## src/rtl/note_lane_judge.sv

```systemverilog
// note_lane_judge: per-lane scrolling note queues, receptor-line hit judging, score and combo
module note_lane_judge #(
    parameter int LANES       = 4,
    parameter int DEPTH       = 8,
    parameter int Y_W         = 10,
    parameter int SPEED       = 2,
    parameter int SPAWN_Y     = 479,
    parameter int RECEPTOR_Y  = 40,
    parameter int PERFECT_WIN = 4,
    parameter int GOOD_WIN    = 12
) (
    input  logic                     Clk,
    input  logic                     reset,
    input  logic                     frame_tick,
    input  logic                     spawn_valid,
    input  logic [$clog2(LANES)-1:0] spawn_lane,
    output logic                     spawn_ready,
    input  logic [LANES-1:0]         press,
    output logic [LANES-1:0]         head_valid,
    output logic [LANES*Y_W-1:0]     head_y,
    output logic                     judge_valid,
    output logic [$clog2(LANES)-1:0] judge_lane,
    output logic [1:0]               judge_grade,
    output logic [15:0]              score,
    output logic [7:0]               combo
);
    localparam int LW = $clog2(LANES);
    localparam int PW = $clog2(DEPTH);
    localparam logic [Y_W-1:0] SP = Y_W'(SPEED);
    localparam logic [Y_W-1:0] SY = Y_W'(SPAWN_Y);
    localparam logic [Y_W:0] RY = (Y_W+1)'(RECEPTOR_Y);
    localparam logic [Y_W:0] PWIN = (Y_W+1)'(PERFECT_WIN);
    localparam logic [Y_W:0] GWIN = (Y_W+1)'(GOOD_WIN);
    localparam logic [PW:0] FULL = (PW+1)'(DEPTH);

    logic [Y_W-1:0] mem [LANES][DEPTH];
    logic [PW-1:0] rd [LANES];
    logic [PW-1:0] wr [LANES];
    logic [PW:0] cnt [LANES];
    logic [LANES-1:0] press_q, press_pend, miss_pend;
    logic [Y_W-1:0] head [LANES];
    logic [Y_W-1:0] head_mv [LANES];
    logic [LANES-1:0] push, miss_pop, hit_pop, pick, clr;
    logic [LW-1:0] sel;
    logic [Y_W:0] hy, d;
    logic sel_miss, arb, hit, judge;
    logic [1:0] grade;
    logic [16:0] score_sum;

    always_comb begin
        spawn_ready = cnt[spawn_lane] != FULL;
        for (int l = 0; l < LANES; l++) begin
            head[l] = mem[l][rd[l]];
            head_mv[l] = head[l] >= SP ? head[l] - SP : '0;
            head_valid[l] = cnt[l] != '0;
            head_y[l*Y_W +: Y_W] = cnt[l] != '0 ? head[l] : '0;
            push[l] = spawn_valid && cnt[l] != FULL && spawn_lane == LW'(l);
            // one bit wider so y+GOOD_WIN cannot wrap
            miss_pop[l] = frame_tick && cnt[l] != '0 && ({1'b0, head_mv[l]} + GWIN < RY);
        end
        sel_miss = |miss_pend;
        pick = sel_miss ? miss_pend : press_pend;
        sel = '0;
        for (int l = LANES-1; l >= 0; l--)
            if (pick[l]) sel = LW'(l);
        arb = !frame_tick && |pick;
        hy = {1'b0, head[sel]};
        d = hy >= RY ? hy - RY : RY - hy;
        hit = arb && !sel_miss && cnt[sel] != '0 && d <= GWIN;
        judge = arb && (sel_miss || hit);
        grade = sel_miss ? 2'd0 : d <= PWIN ? 2'd2 : 2'd1;
        clr = arb ? LANES'(1) << sel : '0;
        hit_pop = hit ? clr : '0;
        score_sum = {1'b0, score} + 17'(grade);
    end

    always_ff @(posedge Clk) begin
        if (reset) begin
            for (int l = 0; l < LANES; l++) begin
                rd[l] <= '0;
                wr[l] <= '0;
                cnt[l] <= '0;
            end
            press_q <= '0;
            press_pend <= '0;
            miss_pend <= '0;
            judge_valid <= 1'b0;
            judge_lane <= '0;
            judge_grade <= '0;
            score <= '0;
            combo <= '0;
        end else begin
            for (int l = 0; l < LANES; l++) begin
                if (frame_tick)
                    for (int s = 0; s < DEPTH; s++)
                        mem[l][s] <= mem[l][s] >= SP ? mem[l][s] - SP : '0;
                // written after the move so a fresh note starts at SPAWN_Y
                if (push[l]) begin
                    mem[l][wr[l]] <= SY;
                    wr[l] <= wr[l] + PW'(1);
                end
                if (miss_pop[l] || hit_pop[l]) rd[l] <= rd[l] + PW'(1);
                cnt[l] <= cnt[l] + (PW+1)'(push[l]) - (PW+1)'(miss_pop[l] || hit_pop[l]);
            end
            press_q <= press;
            press_pend <= (press_pend & ~(clr & {LANES{!sel_miss}})) | (press & ~press_q);
            miss_pend <= (miss_pend & ~(clr & {LANES{sel_miss}})) | miss_pop;
            judge_valid <= judge;
            judge_lane <= sel;
            judge_grade <= grade;
            if (judge) begin
                if (sel_miss) begin
                    combo <= '0;
                end else begin
                    score <= score_sum[16] ? 16'hFFFF : score_sum[15:0];
                    combo <= combo == 8'hFF ? combo : combo + 8'd1;
                end
            end
        end
    end
endmodule

```

## config.mk

```make
export PLATFORM = sky130hd
export DESIGN_NAME = note_lane_judge
export DESIGN_NICKNAME = d
export VERILOG_FILES = /design/src/rtl/note_lane_judge.sv
export SDC_FILE = /design/constraint.sdc
export NUM_CORES = 1
export LEC_CHECK = 0
export ABC_AREA = 1
export BUFFER_PORTS_ARGS = -buffer_cell sky130_fd_sc_hd__buf_2
export CORE_AREA = 4 4 311 252
export DETAILED_ROUTE_END_ITERATION = 8
export DIE_AREA = 0 0 315 256
export GPL_TIMING_DRIVEN = 0
export PLACE_DENSITY_LB_ADDON = 0.3
export SKIP_LAST_GASP = 1
export SLEW_MARGIN = 20
export SYNTH_ARGS = -nofsm -noshare
export SYNTH_HDL_FRONTEND = slang
export SYNTH_SLANG_ARGS = --single-unit
export TNS_END_PERCENT = 5
```

## constraint.sdc

```tcl
create_clock -name Clk -period 5.85 [get_ports Clk]
set_input_delay 0.2925 -clock Clk [delete_from_list [all_inputs] [get_ports Clk]]
set_output_delay 0.2925 -clock Clk [all_outputs]
set_load 0.02 [all_outputs]
```

==> Yosys cells after proc, flatten, opt, wreduce, memory -nomap -nowiden <==
Memories as Yosys holds them, arrays and structs flattened.
Index checks and enable logic that the tools add are counted.
{ "word_totals": {"regBits": 41, "ram_bits": 360, "inputBits": 10, "output_inout_bits": 74, "wordCells": 975, "n_memories": 4} }
{ "memory_table": {"columns": ["memory", "words", "width", "rd", "rd_ports_with_merged_regs", "write_ports", "line", "text"], "rows": [
  ["mem", 4, 80, 4, 0, 4, "36", "logic [Y_W-1:0] mem [LANES][DEPTH];"],
  ["cnt", 4, 4, 6, 0, 4, "39", "logic [PW:0] cnt [LANES];"],
  ["rd", 4, 3, 4, 0, 4, "37", "logic [PW-1:0] rd [LANES];"],
  ["wr", 4, 3, 4, 0, 4, "38", "logic [PW-1:0] wr [LANES];"]
]} }
{ "op_classes": {"n_addsub": 60, "n_lt_le_gt_ge": 56, "eq_ne": 10, "shift": 1, "muxes": 442, "bitwise_logic": 352, "n_reduce_logical": 42} }
{ "op_table": {"columns": ["op", "count"], "rows": [
  ["$mux W10", 54],
  ["$ge A10 B2 Y1 const B", 36],
  ["$sub A10 B2 Y10 const B", 36],
  ["$mux W1", 350],
  ["$or A1 B1 Y1", 332],
  ["$mux W80", 4],
  ["$bmux W10 S3", 4],
  ["$demux W10 S3", 4],
  ["$add A10 B4 Y11 const B", 4],
  ["$lt A11 B6 Y1 const B", 4],
  ["$ge A4 B4 Y1 const B", 8],
  ["$not A3 Y4", 8],
  ["$mux W4", 7],
  ["$logic_and A1 B1 Y1", 25],
  ["$add A3 B1 Y3 const B", 8],
  ["$mux W3", 8],
  ["$and A4 B4 Y4", 5],
  ["$bmux W10 S2", 1],
  ["$ne A4 B4 Y1 const B", 5],
  ["$reduce_bool A4 Y1", 5],
  ["$add A16 B2 Y17", 1],
  ["$add A4 B1 Y4", 4],
  ["$lt A4 B1 Y1 const B", 4],
  ["$mux W16", 1],
  ["25 further kinds", 45]
]} }

==> Longest topological paths before layout <==
{ "depth": {"depth_word": 20, "ltp_mapped": 37, "mapped_depth_nobuf": 36} }

==> Worst setup path before layout <==
Ideal clock, no wire load.
{ "synth_path": {"path_type": "register to register", "startpoint": "memory rd[1][0] in the netlist's numbering", "endpoint": "register score[10]", "arrival_time_ns": 4.605, "required_time_ns": 5.780, "path_slack_ns": 1.174, "path_stages_with_launch": 31, "synth_period_minus_slack_ns": 4.676, "path_cell_list": "edfxtp_1 buf_4 buf_4 buf_4 o211ai_1 nand2_1 nand2_1 nand2_1 inv_1 o21ai_0 a21oi_2 ha_1 nand3_1 nor2_1 nand3_2 nand2_4 inv_4 o211ai_1 nor2_1 o211ai_1 a21oi_1 nor2_1 ha_1 inv_1 fa_1 nor3_1 nand2_1 nor2_1 clkbuf_1 o21ai_0 a21oi_1"} }
{ "synth_lines": {"columns": ["element", "line", "text"], "rows": [
  ["start, declared", "37", null],
  ["end signal, assigned", "115", "score <= score_sum[16] ? 16'hFFFF : score_sum[15:0];"],
  ["end, declared", "24", "output logic [15:0] score,"]
]} }

==> results_dict.tcl <==
set metrics [dict create \
    hold_viol_final 0 \
    critPathBufInv 5 \
    drt_iter0_drc 2202 \
    maxCapViolations 0 \
    cp_max_fo 10 \
    tns_ps 0 \
    routed_via_density 4.957 \
    final.setup.worst_slack_ps 371.7 \
    root_buffer "clkbuf_16" \
    final_cell_area_sq_um 29460 \
    antenna_left 0 \
    place_area_sq_um 27750 \
    grt_pass1_wl_um 115000 \
    synth_area_sq_um 26070 \
    clkTransAtPathRegs_ps 60 \
    power.total_mw 8.717 \
    cp_slowest_cell "o21ai_1" \
    setup_viol 0 \
    multiInputGateArea_sq_um 12350 \
    grt_max_degree 13 \
    rsz0062_at_grt "false" \
    tightest_slew_ps 978.9 \
    whs_path_depth 3 \
    first_pass_iters 5 \
    fillCellCount 7797 \
    crit_type "flip-flop to flip-flop" \
    dp_hpwl_um 55470 \
    yosysMostFrequentCell "nand2_1" \
    synth_area_leaders "edfxtp_1 (38%), nand2_1 (10%), o21ai_0 (7.3%)" \
    synth_cell_type_count 56 \
    cts_htree_levels 2 \
    cp_common_cell "nand2_1" \
    yosysTopAreaCell "edfxtp_1" \
    track_usage_pct 17.67 \
    yosys_most_used_dff "edfxtp_1" \
    route.detailed.drc 0 \
    worstPathRequired_ps 6380 \
    p_leak_nw 13.03 \
    finalClockSkew_ps 29.58 \
    place.gp.congestion 0.9025 \
    drv_slew 0 \
    coreArea_sq_um 75110 \
    synth-seq-cells 401 \
    die_h_um 256 \
    peakVddDrop_mv 0.2131 \
    numCtsBuffers 46 \
    yosysSeqAreaShare_pct 43.61 \
    slew_headroom_pct 34.74 \
    clk_latency_ps 600 \
    start_util_pct 34.71 \
    synthTopCellsByCount "nand2_1 (699), inv_1 (495), nor2_1 (477), o21ai_0 (381), edfxtp_1 (334)" \
    cts_tree "built" \
    syn_nets 3494 \
    status "finished, final reports clean" \
    avgRoutedWirePerCell_um 15.96 \
    ys_warn_count 0 \
    port_buffers 83 \
    cp.arrival_ps 6010 \
    dr_total_vias 22711 \
    hold_class "input pin to flip-flop" \
    synth_top_area_share_pct 38.47 \
    hold_slack_ps 110.4 \
    io_pins 84 \
    rows 90 \
    slowest_delay_ps 590 \
    syn_inst 3399 \
    grt_pass1_vias 20535 \
    postRouteWirelength_um 73150 \
    die_area_sq_um 80640 \
    clock_path_buffers 3 \
    synth-edff-count 334 \
    seq_area_sq_um 11370 \
    areaGrowthSynthToFinish_pct 12.98 \
    period_minus_slack_ps 5478 \
    post_route_cells_drive_above_1_share_pct 7.932 \
    fin_nets 3628 \
    async_flop_share_pct 0 \
    die_w_um 315 \
    start_kind "flip-flop" \
    cp_top_family "simple AND/OR/NAND/NOR gates" \
    crit_cells 29 \
    grt_overflow 0 \
    dp_slack_ps -480.3 \
    reg2reg_depth 29 \
    cts_sinks 401 \
    syn_avg_cell_area_sq_um 7.671 \
    grt_antenna_before_repair 4 \
    timing.final.crit_share_pct 93.65 \
    critPathCaptureType "flip-flop" \
    power_density_nw_per_um2 295.9 \
    fmax_ghz 0.1825 \
]
[metal layers]
| metal | GRT usage, % | vias to the layer above | routed length (um) |
|---|---|---|---|
| met2 | 23.60 | 711 | 27450 |
| li1 | - | 11481 | - |
| met1 | 28.70 | 10436 | 38200 |
| met4 | 3.522 | 4 | 1224 |
| met5 | 0 | - | 27 |
| met3 | 3.610 | 79 | 6237 |
[registers in the layout (all words and copies together), names as in the netlist]
name         count
wr              12
score           16
press_q          4
judge_valid      1
rd              12
combo            8
press_pend       4
miss_pend        4
cnt             16
mem            320
judge_lane       2
judge_grade      2
[stage by stage]
stage	utilization, %	cells
2_1_floorplan	-	3399
3_3_place_gp	36.95	4494
3_5_place_dp	36.95	4494
4_1_cts	39.14	4582
5_1_grt	39.21	4580
6_report	39.22	4582
[cell usage in the layout, fill, tap and decap left out, types with 14 or more instances in the layout]
master     instances
xnor2_1           48
edfxtp_1         334
o21ai_0          378
o211ai_1          35
clkbuf_16         48
o21ai_1           28
nand3_1          183
nor3_1            49
nor2_1           476
buf_6             14
nand2_1          696
dfxtp_1           67
ha_1              80
a21oi_1          181
inv_1            495
o31ai_1           14
nand2_2           18
xor2_1           116
buf_2            103
clkbuf_1          21
[repair_timing]
action	in CTS	in global routing
setup endpoints to repair	16	16
hold buffers	4	0
buffers inserted	1	0
hold endpoints to repair	8	0
gates resized for setup	3	26
[final cells by class]
class	count	area share (%)
Tap cell	1012	4.299
Sequential cell	401	38.60
Buffer	71	1.614
Inverter	515	6.588
Antenna cell	2	0.01699
Timing Repair Buffer	88	1.572
Clock buffer	66	4.588
Multi-Input combinational cell	2410	41.92
Clock inverter	17	0.7986
[tightest hold or removal path: stages]
cell     delay, ps
buf_2          170
nand3_1        140
a21oi_1         60
[power by group]
part	internal [mW]	switching [mW]	leakage [nW]
sequential	3.32	0.172	3.71
clock	1.83	1.25	0.774
combinational	0.665	1.49	8.55
total	5.81	2.91	13.0
[kinds of logic after synthesis]
kind of cell	count (synthesis)	synth area share (%)
AOI/OAI and AO/OA	677	13.86
and+or+nand+nor	1484	23.57
xor gates and xnor gates	164	5.509
DFF	401	43.61
adders and majority gates	85	4.223
buffers and inverters	588	9.223
[path summary, 6_finish.rpt]
| check | slack, ps | end | start |
|---|---|---|---|
| hold reg to reg | 430 | press_pend[1] | press_q[1] |
| hold / removal | 110 | miss_pend[2] | frame_tick |
| setup / recovery | 370 | score[12] | rd[3][1] |
| setup reg to reg | 370 | score[12] | rd[3][1] |
(Power assumes the default switching activity.)
